**src/rtl/tran2.sv**
```systemverilog
// tran2: framed byte-stream transmit stage with an optional trailing XOR checksum.
// Build option: define TRAN2_CHECKSUM_EN to accumulate and append the per-frame checksum byte.
module tran2 #(
   parameter int          DW       = 8,
   parameter logic [DW-1:0] CHK_INIT = 8'h00
) (
   input  logic          Clk,
   input  logic          Rst,
   input  logic          start,
   input  logic          byt,
   input  logic [DW-1:0] DB,
   output logic [DW-1:0] Out,
   output logic          Out_en
);

   typedef enum logic [0:0] {
      ST_IDLE  = 1'b0,
      ST_FRAME = 1'b1
   } state_t;

   state_t          state_r;
   state_t          state_s;
   logic [DW-1:0]   out_r;
   logic [DW-1:0]   out_s;
   logic            out_en_r;
   logic            out_en_s;
   logic [7:0]      cnt_r;
   logic [7:0]      cnt_s;

`ifdef TRAN2_CHECKSUM_EN
   logic [DW-1:0]   chk_r;
   logic [DW-1:0]   chk_s;

   function automatic logic [DW-1:0] chk_fold(input logic [DW-1:0] acc,
                                              input logic [DW-1:0] data);
      return acc ^ data;
   endfunction
`endif

   // Next-state and next-output decode; outputs are only ever taken from registers.
   always_comb begin
      state_s  = state_r;
      out_s    = out_r;
      out_en_s = 1'b0;
      cnt_s    = cnt_r;
`ifdef TRAN2_CHECKSUM_EN
      chk_s    = chk_r;
`endif
      case (state_r)
         ST_IDLE: begin
            if (start) begin
               state_s = ST_FRAME;
`ifdef TRAN2_CHECKSUM_EN
               chk_s   = CHK_INIT;
`endif
               // First byte may arrive on the same edge that opens the frame.
               if (byt) begin
                  out_s    = DB;
                  out_en_s = 1'b1;
                  cnt_s    = cnt_r + 8'd1;
`ifdef TRAN2_CHECKSUM_EN
                  chk_s    = chk_fold(CHK_INIT, DB);
`endif
               end else begin
                  out_en_s = 1'b0;
               end
            end else begin
               state_s = ST_IDLE;
            end
         end
         ST_FRAME: begin
            if (start) begin
               if (byt) begin
                  out_s    = DB;
                  out_en_s = 1'b1;
                  cnt_s    = cnt_r + 8'd1;
`ifdef TRAN2_CHECKSUM_EN
                  chk_s    = chk_fold(chk_r, DB);
`endif
               end else begin
                  out_en_s = 1'b0;
               end
            end else begin
               // Frame end: byt is ignored here, the trailer (if any) takes this slot.
               state_s = ST_IDLE;
               cnt_s   = 8'd0;
`ifdef TRAN2_CHECKSUM_EN
               out_s    = chk_r;
               out_en_s = 1'b1;
`else
               out_en_s = 1'b0;
`endif
            end
         end
         default: begin
            state_s  = ST_IDLE;
            out_en_s = 1'b0;
            cnt_s    = 8'd0;
         end
      endcase
   end

   // State and output registers with synchronous active-low reset.
   always_ff @(posedge Clk) begin
      if (!Rst) begin
         state_r  <= ST_IDLE;
         out_r    <= {DW{1'b0}};
         out_en_r <= 1'b0;
         cnt_r    <= 8'd0;
      end else begin
         state_r  <= state_s;
         out_r    <= out_s;
         out_en_r <= out_en_s;
         cnt_r    <= cnt_s;
      end
   end

`ifdef TRAN2_CHECKSUM_EN
   // Running checksum; reset discards any partial frame.
   always_ff @(posedge Clk) begin
      if (!Rst) begin
         chk_r <= CHK_INIT;
      end else begin
         chk_r <= chk_s;
      end
   end
`endif

   assign Out    = out_r;
   assign Out_en = out_en_r;

endmodule

```
**config.mk**
```make
export PLATFORM = sky130hd
export DESIGN_NAME = tran2
export DESIGN_NICKNAME = d
export VERILOG_FILES = /design/src/rtl/tran2.sv
export SDC_FILE = /design/constraint.sdc
export NUM_CORES = 1
export LEC_CHECK = 0
export ABC_AREA = 0
export BUFFER_PORTS_ARGS = -buffer_cell sky130_fd_sc_hd__buf_2
export CORE_UTILIZATION = 30
export CTS_BUF_LIST = sky130_fd_sc_hd__clkbuf_8
export DETAILED_ROUTE_END_ITERATION = 10
export GPL_TIMING_DRIVEN = 0
export MAX_ROUTING_LAYER = met4
export PLACE_DENSITY_LB_ADDON = 0.3
export SLEW_MARGIN = 20
export SYNTH_ARGS = -nofsm -noshare
export SYNTH_HDL_FRONTEND = slang
export SYNTH_SLANG_ARGS = --single-unit
export TNS_END_PERCENT = 30
```
**constraint.sdc**
```tcl
create_clock -name Clk -period 0.8 [get_ports Clk]
set_input_delay 0.08 -clock Clk [delete_from_list [all_inputs] [get_ports Clk]]
set_output_delay 0.08 -clock Clk [all_outputs]
set_load 0.01 [all_outputs]
```
==> flow_summary_export.csv <==
group,metric,value,unit
run_status,status,"completed",
setup_path,critPathLaunchType,"flip-flop",
sta,rsz0062_at_grt,"false",
layout,multi_input_area,166,um^2
global_route,grt_pass1_vias,279,
power_and_ir_drop,irDropWorstVdd,0.868,mV
detailed_routing,wl_per_cell,11.2,um
sta,drv_slew,0,
floorplanning,core_area,1160,um^2
yosys,seq_area_frac_synth,46.3,%
yosys,synthesis.nets,52,
yosys,netlist_instances,40,
yosys,synth_cell_types,9,
worst_hold_path,hold_end,"Out[7]",
setup_path,r2r_cells,2,
job,maxCapViolCount,0,
placement,gp_congestion,0.671,
yosys,syn_avg_cell_area,9.73,um^2
floorplanning,fp.dieArea,1450,um^2
global_route,grtUsageTotal,13.6,%
global_route,antenna_found_initial,0,
power_and_ir_drop,switching_power,0.000266,W
yosys,synth_top_area_share,46.3,%
setup_path,end_kind,"primary output",
yosys,yosysTopAreaCell,"dfxtp_1",
detailed_routing,postRouteAntennaNets,0,
setup_path,reg2reg_from,"Out[0]",
layout,nets,74,
placement,dpl.hpwl,561,um
clock_network,cts_sinks,9,
clock_network,clkLatencyLatePin,0.23,ns
yosys,yosys_warnings,0,
layout,drive_gt1_share,57.4,%
floorplanning,initial_core_util,33.7,%
power_and_ir_drop,p_leak,0.255,nW
setup_path,crit_path_cell_trace,"buf_2",
clock_network,cts-root-buf,"clkbuf_8",
setup_path,crit_family,"flip-flops",
yosys,synth.area.top_cells,"dfxtp_1 (46%), o21ai_2 (18%), nand4_1 (13%)",
clock_network,path_clk_slew,0.04,ns
floorplanning,fp-row-count,12,
yosys,synth_area,389,um^2
floorplanning,die_x,38.0,um
setup_path,cp_data_arrival_time,0.70,ns
sta,hold_viol_final,0,
layout,finalCoreUtilization,46.4,%
detailed_routing,drt-initial-drc-count,8,
placement,placed_cells,71,
setup_path,critical_path_class,"flip-flop to primary output",
clock_network,holdBufCountCts,0,
power_and_ir_drop,p_per_area,2120,nW/um^2
setup_path,r2r_slack,0.23,ns
setup_path,critPathBufInv,1,
sta,setup_viol,0,
global_route,grt_pass1_wl,1220,um
sta,layout_min_cycle_time,0.777,ns
clock_network,h-tree-depth,1,
sta,skew,0,ns
worst_hold_path,min_from,"DB[7]",
sta,tightest_slew,0.169,ns
layout,fin_cells,75,
layout,fillCellCount,116,
worst_hold_path,min_path_cells,3,
floorplanning,dieHeight,38.0,um
setup_path,critical_path_peak_fanout,2,
power_and_ir_drop,p_clk_share,45.5,%
power_and_ir_drop,comb_power_share,12.2,%
floorplanning,ios,21,
sta,tns,0,ns
placement,port_buffers,17,
clock_network,cts_setup_buffers,0,
detailed_routing,drt-pass1-iter-count,4,
yosys,ys_ff_latch,9,
clock_network,cts_tree,"done",
detailed_routing,viasPerCell,4.68,
sta,relSlewSlack,88.7,%
sta,timing.final.crit_share,97.1,%
layout,antenna_cells,0,
power_and_ir_drop,sequentialPowerShare,42.3,%
detailed_routing,drc_errors,0,
detailed_routing,vias,351,
global_route,overflow,0,
setup_path,required,0.72,ns
layout,area_growth,37.9,%
power_and_ir_drop,internal_power,0.000871,W
clock_network,clockBufferDepth,2,
setup_path,r2r_end,"Out[0]",
clock_network,cts_resized,0,
setup_path,slowest_delay,0.33,ns
setup_path,slowest_stage,"dfxtp_1",
power_and_ir_drop,sw_frac_of_total,23.4,%
sta,max_freq,1290,MHz
sta,fin_hold_ws,0.0855,ns
layout,regArea,180,um^2
clock_network,cts_buffers,3,
global_route,grt_start_max_net_pins,11,
worst_hold_path,hp-class,"input port to flip-flop",
detailed_routing,routed_wl,843,um
-- per-layer routing --
layer,up-vias,global-route usage [%],wire length (um)
met3,3,6.98,73
li1,183,-,-
met1,152,15.1,393
met2,13,19.4,358
met4,0,8.04,19
met5,-,-,0
-- Yosys cell counts --
cell,n
dfxtp_1,9
nand2_1,8
nand4_1,8
o21ai_2,8
buf_4,2
buf_6,2
and2_4,1
and3_2,1
buf_2,1
-- kinds of logic after synthesis --
| family | count (synthesis) | synth area share, % |
|---|---|---|
| AO/OA/AOI/OAI | 8 | 18.0 |
| buffers and inverters | 5 | 10.9 |
| flip-flops | 9 | 46.3 |
| AND/OR/NAND/NOR | 18 | 24.8 |
-- layout by cell type, fill, tap and decap left out --
cell type  instances
buf_4              2
o21ai_2            8
nand2_1            8
and3_2             1
clkbuf_8           3
nand4_1            8
and2_4             1
buf_2             18
dfxtp_1            9
buf_6              2
inv_1              1
-- worst max-delay path by stage --
stage | startpoint | to | slack (ns) | cells after the start
after floorplan | byt | Out[0] | 0.14 | 4
after global placement | byt | Out[0] | 0.1 | 4
after detailed placement | byt | Out[4] | 0.09 | 4
after CTS | Out[7] | Out[7] | 0.02 | 1
after global routing | Out[0] | Out[0] | 0.001 | 1
final | Out[7] | Out[7] | 0.02 | 1
-- worst min-delay path, delay by kind of cell --
family,cells,cell delay [ns]
compound gates,1,0.06
buf+inv,1,0.07
simple gates,1,0.08
-- power groups by stage --
stage	Combinational, W	Sequential, W	Clock, W
detailed placement	0.000140	0.000488	0
floorplan	0.0000756	0.000500	0
CTS	0.000140	0.000481	0.000537
global placement	0.000139	0.000489	0
finish	0.000139	0.000481	0.000517
global route	0.000152	0.000482	0.000551
-- final cells by class --
cell class | instances | share of cell area, %
multi-input combinational | 26 | 31.0
tap | 14 | 3.26
timing repair buffer | 17 | 15.9
sequential | 9 | 33.6
buffer | 5 | 7.93
clock inverter | 1 | 0.699
clock buffer | 3 | 7.69
-- through the flow --
stage                     setup slack [ns]  total power (W)  instance area [um^2]
final                               0.0235          0.00114                   537
after global routing               0.00130          0.00118                   537
after CTS                           0.0207          0.00116                   537
after detailed placement            0.0920         0.000628                   492
after global placement              0.0974         0.000627                   492
after floorplan                      0.140         0.000575                   389
-- sequential cells by signal, indices dropped and copies added (netlist names) --
register	count
Out	8
Out_en	1
Power figures use the tool's default switching activity.
